## src/rtl/button_event_generator_pkg.sv

```systemverilog
// Shared state encoding, default timing constants and parameter-range helper
// for the button event generator and its debouncer neighbours.
package button_event_generator_pkg;

  typedef enum logic [1:0] {
    STATE_IDLE      = 2'd0,
    STATE_PRESSED   = 2'd1,
    STATE_REPEATING = 2'd2
  } state_t;

  // 100 MHz defaults: 0.5 s long press, 0.1 s repeat period.
  localparam int unsigned DEFAULT_COUNTER_WIDTH     = 26;
  localparam int unsigned DEFAULT_LONG_PRESS_CYCLES = 50_000_000;
  localparam int unsigned DEFAULT_REPEAT_CYCLES     = 10_000_000;

  function automatic bit cycles_fit(input int unsigned cycles, input int unsigned width);
    return (cycles >= 2) && (64'(cycles) <= ((64'(1) << width) - 64'(1)));
  endfunction

endpackage

```

## src/rtl/button_event_generator_interval.sv

```systemverilog
// Clearable up-counter with a terminal-count compare against a supplied target.
module interval_counter #(
  parameter int unsigned WIDTH = 26
) (
  input  logic             clock,
  input  logic             reset,
  input  logic             clear,
  input  logic             enable,
  input  logic [WIDTH-1:0] target,
  output logic             terminal
);

  logic [WIDTH-1:0] count;

  always_ff @(posedge clock or posedge reset) begin
    if (reset)       count <= '0;
    else if (clear)  count <= '0;
    else if (enable) count <= count + 1'b1;
  end

  assign terminal = (count == target);

endmodule

```

## src/rtl/button_event_generator.sv

```systemverilog
// Turns a debounced button level into press/release/long-press/auto-repeat
// single-cycle pulses plus a held level. The release/repeat pulses are named
// release_event/repeat_event because release and repeat are reserved words.
module button_event_generator
  import button_event_generator_pkg::*;
#(
  parameter int unsigned COUNTER_WIDTH     = DEFAULT_COUNTER_WIDTH,
  parameter int unsigned LONG_PRESS_CYCLES = DEFAULT_LONG_PRESS_CYCLES,
  parameter int unsigned REPEAT_CYCLES     = DEFAULT_REPEAT_CYCLES
) (
  input  logic clock,
  input  logic reset,
  input  logic in,
  output logic press,
  output logic release_event,
  output logic long_press,
  output logic repeat_event,
  output logic held
);

  if (!cycles_fit(LONG_PRESS_CYCLES, COUNTER_WIDTH) || !cycles_fit(REPEAT_CYCLES, COUNTER_WIDTH))
  begin : g_bad_params
    $error("button_event_generator: cycle parameters out of range for COUNTER_WIDTH");
  end

  localparam logic [COUNTER_WIDTH-1:0] LONG_TARGET   = COUNTER_WIDTH'(LONG_PRESS_CYCLES - 1);
  localparam logic [COUNTER_WIDTH-1:0] REPEAT_TARGET = COUNTER_WIDTH'(REPEAT_CYCLES - 1);

  state_t                   state;
  logic                     in_d;
  logic                     active;
  logic                     terminal;
  logic                     clear;
  logic                     enable;
  logic [COUNTER_WIDTH-1:0] target;

  // Counter sits at zero in IDLE and restarts at each threshold hit or release.
  assign active = (state != STATE_IDLE);
  assign target = (state == STATE_PRESSED) ? LONG_TARGET : REPEAT_TARGET;
  assign clear  = !active || !in || terminal;
  assign enable = active && in && !terminal;

  interval_counter #(.WIDTH(COUNTER_WIDTH)) u_interval (
    .clock    (clock),
    .reset    (reset),
    .clear    (clear),
    .enable   (enable),
    .target   (target),
    .terminal (terminal)
  );

  always_ff @(posedge clock or posedge reset) begin
    if (reset) begin
      state         <= STATE_IDLE;
      in_d          <= 1'b0;
      press         <= 1'b0;
      release_event <= 1'b0;
      long_press    <= 1'b0;
      repeat_event  <= 1'b0;
      held          <= 1'b0;
    end else begin
      in_d          <= in;
      press         <= 1'b0;
      release_event <= 1'b0;
      long_press    <= 1'b0;
      repeat_event  <= 1'b0;
      case (state)
        STATE_IDLE: begin
          held <= 1'b0;
          if (in && !in_d) begin
            press        <= 1'b1;
            repeat_event <= 1'b1;
            state        <= STATE_PRESSED;
          end
        end
        STATE_PRESSED: begin
          if (!in) begin
            release_event <= 1'b1;
            state         <= STATE_IDLE;
          end else if (terminal) begin
            long_press   <= 1'b1;
            repeat_event <= 1'b1;
            state        <= STATE_REPEATING;
          end
        end
        STATE_REPEATING: begin
          // Release wins over a coincident repeat threshold.
          if (!in) begin
            release_event <= 1'b1;
            held          <= 1'b0;
            state         <= STATE_IDLE;
          end else begin
            held <= 1'b1;
            if (terminal) repeat_event <= 1'b1;
          end
        end
        default: begin
          held  <= 1'b0;
          state <= STATE_IDLE;
        end
      endcase
    end
  end

endmodule
```

## config.mk

```make
export PLATFORM = sky130hd
export DESIGN_NAME = button_event_generator
export DESIGN_NICKNAME = d
export VERILOG_FILES = /design/src/rtl/button_event_generator_pkg.sv /design/src/rtl/button_event_generator_interval.sv /design/src/rtl/button_event_generator.sv
export SDC_FILE = /design/constraint.sdc
export NUM_CORES = 1
export LEC_CHECK = 0
export CORE_ASPECT_RATIO = 1.2
export CORE_UTILIZATION = 45
export CTS_CLUSTER_DIAMETER = 150
export CTS_CLUSTER_SIZE = 28
export DETAILED_ROUTE_END_ITERATION = 8
export PLACE_DENSITY = 0.66
export SETUP_SLACK_MARGIN = 0.4
export SYNTH_ARGS = -nofsm -noshare
export SYNTH_HDL_FRONTEND = slang
export SYNTH_SLANG_ARGS = --single-unit
export TNS_END_PERCENT = 10
```

## constraint.sdc

```tcl
create_clock -name clock -period 2.3 [get_ports clock]
set_input_delay 0.23 -clock clock [delete_from_list [all_inputs] [get_ports clock]]
set_output_delay 0.23 -clock clock [all_outputs]
set_load 0.05 [all_outputs]
```

==> impl_metrics.yaml, run 1 <==
setup_path:
  crit_path_max_fanout: 5
  slowest_delay_ps: 440
  critPathRequiredTime_ps: 2530
  crit_path_end_kind: "register"
  startpoint_type: "register"
  critPathBufInv: 3
  cp_top_family: "simple AND/OR/NAND/NOR gates"
  arrival_ps: 2210
  cp_slowest_cell: "or4_4"
  path_common_cell: "buf_6"
  path_cells: "inv_2, ha_4, nand2_2, or4_4, a2111oi_4, buf_6, buf_6, and3_1"
  path_class: "register to register"
flow_run:
  max_cap_violations: 0
route:
  ant_nets: 0
  drt-vias-per-instance: 6.33
  wire_per_inst_um: 18.7
  drtIter0Drc: 132
  num_vias: 1836
  firstDrtPassIters: 4
  drt-total-wl_um: 5420
  post-route-drc-count: 0
global_routing:
  antenna_found_initial: 0
  grt_util_all_layers_pct: 25.8
  grt_overflow: 0
  grt_max_degree: 35
  grt_first_pass_wirelength_um: 9050
  grt_pass1_vias: 1823
clocking:
  cts_buffer_depth: 2
  worstSkewPairLatency_ps: 290
  numCtsBuffers: 5
  cts.sinks: 34
  htreeDepth: 2
  cts_root_buf: "clkbuf_8"
  clk_pin_slew_ps: 70
  cts_tree: "built"
timing:
  timing.slew.headroom_pct: 67.1
  worst_slew_pin_slew_ps: 492
  finalClockSkew_ps: 5.47
  hold_viol_final: 0
  min_period_ps: 1980
  min_period_over_period_pct: 86.1
  fmax_ghz: 0.505
  setup-tns-final_ps: 0
  grt_setup_unrepaired: "yes"
  timing.hold.ws_ps: 339
  setup_viol: 0
  drv_slew: 0
logic_synthesis:
  synthXorXnorAreaFrac_pct: 5.38
  synth_compound_area_share_pct: 14.7
  synth_common_cells: "34 x dfrtp_1, 18 x nand2_1, 15 x nor3_1, 12 x a211oi_1, 11 x nand3_1"
  yosys-top-cells-area: "dfrtp_1 44%, a211oi_1 4.6%, nor3_1 3.8%"
  netlist_area_um2: 1950
  synth_simple_gate_area_share_pct: 28.6
  ys_types: 46
  synth_area_leader_cell: "dfrtp_1"
  synth.most_common_cell: "dfrtp_1"
  syn_nets: 205
  ys_seq_elements: 34
  synth_fa_ha_area_share_pct: 3.21
  avgSynthCellArea_um2: 9.91
  post-synth-top-area-fraction_pct: 43.6
  yosysSeqAreaShare_pct: 43.6
  synth_edf_count: 0
  async_flop_share_pct: 100
  netlist_instances: 197
  yosys-mux-area-fraction_pct: 0.577
  synth_top_family_by_area: "simple AND/OR/NAND/NOR gates"
  ys.flop_type: "dfrtp_1"
  yosysWarnings: 0
layout:
  final_area_um2: 2540
  finalNetCount: 243
  final_util_pct: 63.0
  seq_area_um2: 862
  multiInputGateArea_um2: 1130
  drive_above_1_share_pct: 32.2
  fillers: 318
  synthToLayoutAreaGrowth_pct: 30.3
  diodes: 0
placement:
  port_buffers: 7
  gp_congestion: 0.813
  dpl.hpwl_um: 3060
  dpl_cell_area_um2: 2120
floorplan:
  start_util_pct: 48.4
  die_y_um: 74.1
  core_um2: 4040
  die_x_um: 62.1
  fp-row-count: 25
  die_area_um2: 4610
  ios: 8
run_status:
  run_status: "finished, final reports clean"
power_and_ir_drop:
  p_per_area_nw_per_um2: 581
  ir_drop_mv: 0.347
  leakage_uw: 0.000961
  total_power_uw: 1480
hold_path:
  min_path_type: "primary input to async pin"
final cells by class:
cell class                      count  share of cell area, %
Clock buffer                        7                   3.40
Clock inverter                      1                  0.197
Inverter                            7                   1.03
Multi-Input combinational cell    148                   44.5
Sequential cell                    34                   33.9
Tap cell                           54                   2.66
Timing Repair Buffer               39                   14.3
layout by cell type, fill, tap and decap left out, types with 2 or more instances in the layout:
cell type,netlist,layout
nor2_1,4,4
or4_4,1,7
dfrtp_1,34,25
o31ai_1,7,6
or4_1,9,5
dfrtp_2,0,9
or3_1,6,6
buf_4,1,25
nand3_1,11,10
nor3b_1,2,2
nand2_1,18,17
xnor2_1,7,7
and3_1,3,3
xor2_1,5,5
nor3_1,15,14
buf_6,1,4
ha_4,0,2
clkbuf_8,0,6
and4b_1,2,2
o21ai_0,5,5
nand4_1,8,8
inv_1,7,6
and4_1,2,2
clkdlybuf4s50_1,0,7
a211oi_1,12,9
a211oi_2,1,4
ha_1,5,3
cell families after synthesis:
logic type	after synthesis
flip-flops	34
XOR/XNOR	12
AND/OR/NAND/NOR	93
adder cells (fa/ha/maj)	5
multiplexers	1
AO/OA/AOI/OAI	35
buffers and inverters	17
registers in the layout, indices dropped and copies added (netlist names):
| register | count |
|---|---|
| u_interval.count | 26 |
| state | 2 |
| held | 1 |
| in_d | 1 |
| long_press | 1 |
| press | 1 |
| release_event | 1 |
| repeat_event | 1 |
worst min-delay path, delay by kind of cell:
kind / cells / cell delay (ps)
buffers and inverters: 3 / 830
power by group:
part | switching, uW | leakage [uW] | internal, uW | total, uW
Combinational | 210 | 0.000459 | 146 | 356
Clock | 222 | 0.0000482 | 242 | 464
Sequential | 29.0 | 0.000453 | 629 | 658
Total | 460 | 0.000961 | 1020 | 1480
repair_timing:
| action | 4_1_cts | 5_1_grt |
|---|---|---|
| hold buffers | 0 | 0 |
| setup endpoints to repair | 28 | 29 |
| buffers inserted | 19 | 2 |
| gates cloned | 4 | 1 |
| pin swaps | 8 | 2 |
| resized for setup | 24 | 11 |
worst paths after layout:
path / end / depth (start not counted) / slack [ps] / from
setup / recovery: long_press / 8 / 320 / state[1]
hold / removal: in_d / 3 / 340 / reset
setup reg to reg: long_press / 8 / 320 / state[1]
hold reg to reg: held / 2 / 510 / held
max in group asynchronous: u_interval.count[2] / 3 / 1630 / reset
min in group clock: held / 2 / 510 / held
per-stage QoR:
step           setup slack [ps]  instances
4_1_cts                     326        287
3_3_place_gp                165        256
5_1_grt                     218        290
3_5_place_dp               98.6        256
2_1_floorplan               196        197
6_report                    320        290
routing by layer:
layer	track usage, %	part of all wire (%)	up-vias
met5	0	0	-
met4	11.1	2.4	0
met3	5.83	4.2	14
met2	48.4	53	66
met1	28.5	40	922
li1	-	-	834
Power figures use the tool's default switching activity.
==> run 2, diff against run 1 <==
--- a/config.mk
+++ b/config.mk
@@ -7,7 +7,8 @@
 export LEC_CHECK = 0
 export CORE_ASPECT_RATIO = 1.2
 export CORE_UTILIZATION = 45
-export CTS_CLUSTER_DIAMETER = 150
+export CTS_BUF_LIST = sky130_fd_sc_hd__clkbuf_8
+export CTS_CLUSTER_DIAMETER = 100
 export CTS_CLUSTER_SIZE = 28
 export DETAILED_ROUTE_END_ITERATION = 8
 export PLACE_DENSITY = 0.66
==> impl_metrics.yaml, run 2 (synthesis gave the netlist of run 1 again) <==
clocking:
  cts.sinks: 34
  htreeDepth: 2
  worstSkewPairLatency_ps: 290
  numCtsBuffers: 5
  clk_pin_slew_ps: 70
  cts_tree: "built"
  cts_root_buf: "clkbuf_8"
  cts_buffer_depth: 2
  ctsHoldBuffers: 0
placement:
  dpl_cell_area_um2: 2120
  dpl.hpwl_um: 3060
  dp_worst_setup_slack_ps: 98.6
  port_buffers: 7
  dpl.cell_count: 256
  gp_congestion: 0.813
power_and_ir_drop:
  power.switching_uw: 461
  leakage_uw: 0.000965
  combinationalPowerShare_pct: 24.2
  ir_drop_mv: 0.347
  p_int_uw: 1010
  p_per_area_nw_per_um2: 579
  pwr-share-seq_pct: 44.7
  p_sw_share_pct: 31.3
  pwr-share-clk_pct: 31.2
flow_run:
  max_cap_violations: 0
route:
  ant_nets: 0
  num_vias: 1833
  drtIter0Drc: 133
  wire_per_inst_um: 18.7
  drt-total-wl_um: 5430
  drt-vias-per-instance: 6.32
  firstDrtPassIters: 4
  post-route-drc-count: 0
layout:
  finalNetCount: 243
  layout_common_cells: "25 x buf_4, 25 x dfrtp_1, 17 x nand2_1, 14 x nor3_1, 10 x nand3_1"
  reg_top3: "u_interval.count: 26 flops, state: 2 flops"
  multiInputGateArea_um2: 1130
  largest_reg_flops: 26
  synthToLayoutAreaGrowth_pct: 30.3
  drive_above_1_share_pct: 32.2
  final_util_pct: 63.0
  layout.cells.non_filler: 290
  diodes: 0
  fillers: 318
  seq_area_um2: 862
  final_area_um2: 2540
  regMostFlops: "u_interval.count"
timing:
  finalClockSkew_ps: 5.60
  setup-tns-final_ps: 0
  fmax_ghz: 0.505
  setup_viol: 0
  fin_ws_ps: 320
  min_period_over_period_pct: 86.1
  min_period_ps: 1980
  drv_slew: 0
  grt_setup_unrepaired: "yes"
  timing.slew.headroom_pct: 67.1
  hold_viol_final: 0
  worst_slew_pin_slew_ps: 492
global_routing:
  grt_util_all_layers_pct: 25.8
  grt_max_degree: 35
  antenna_found_initial: 0
  grt_pass1_vias: 1823
  grt_overflow: 0
  grt_first_pass_wirelength_um: 9050
floorplan:
  die_y_um: 74.1
  die_area_um2: 4610
  ios: 8
  die_x_um: 62.1
  fp-row-count: 25
  start_util_pct: 48.4
  core_um2: 4040
setup_path:
  arrival_ps: 2210
  crit_path_max_fanout: 5
  startpoint_type: "register"
  path_class: "register to register"
  worstRegToRegCells: 8
  crit_path_end_kind: "register"
  critPathRequiredTime_ps: 2530
run_status:
  run_status: "finished, final reports clean"
hold_path:
  min_path_type: "primary input to async pin"
## run 2: routing by layer
metal  GRT usage, %  wire [um]  vias to the layer above
li1               -          -                      834
met1           28.5       2200                      924
met2           48.4       2880                       61
met3           5.83        224                       14
met4           11.1        129                        0
met5              0          0                        -
## run 2: repair_timing
item                       CTS  global route
gates resized for setup     24            11
setup buffers               19             2
setup endpoints to repair   28            29
gates cloned                 4             1
pin swaps                    8             2
## run 2: area by class of cell
| class | count | area share (%) |
|---|---|---|
| multi-input combinational | 148 | 44.5 |
| inverter | 7 | 1.03 |
| tap | 54 | 2.66 |
| clock buffer | 6 | 3.25 |
| timing repair buffer | 39 | 14.3 |
| sequential | 34 | 33.9 |
| clock inverter | 2 | 0.344 |
## run 2: path summary, 6_finish.rpt
kind	slack, ps	endpoint	from
worst min register to register	510	held	held
worst max register to register	320	long_press	state[1]
min in group clock	510	held	held
worst max-delay path	320	long_press	state[1]
worst min-delay path	340	in_d	reset
max in group asynchronous	1630	u_interval.count[2]	reset
## run 2: critical path, stage by stage, from the launching register on
cell	delay, ps
dfrtp_1	400
inv_2	80
ha_4	160
nand2_2	40
or4_4	440
a2111oi_4	330
buf_6	190
buf_6	130
and3_1	150
## run 2: power groups by stage
stage | Clock [uW] | Combinational [uW] | Sequential [uW]
floorplan | 0 | 168 | 700
global placement | 0 | 293 | 666
detailed placement | 0 | 305 | 667
CTS | 466 | 345 | 655
global route | 494 | 390 | 662
finish | 459 | 356 | 658
## run 2: stage by stage
step                      hold WS, ps  total power [uW]
after floorplan                   261               868
after CTS                         353              1470
after global routing              405              1550
after global placement            473               959
after detailed placement          502               972
final                             339              1470
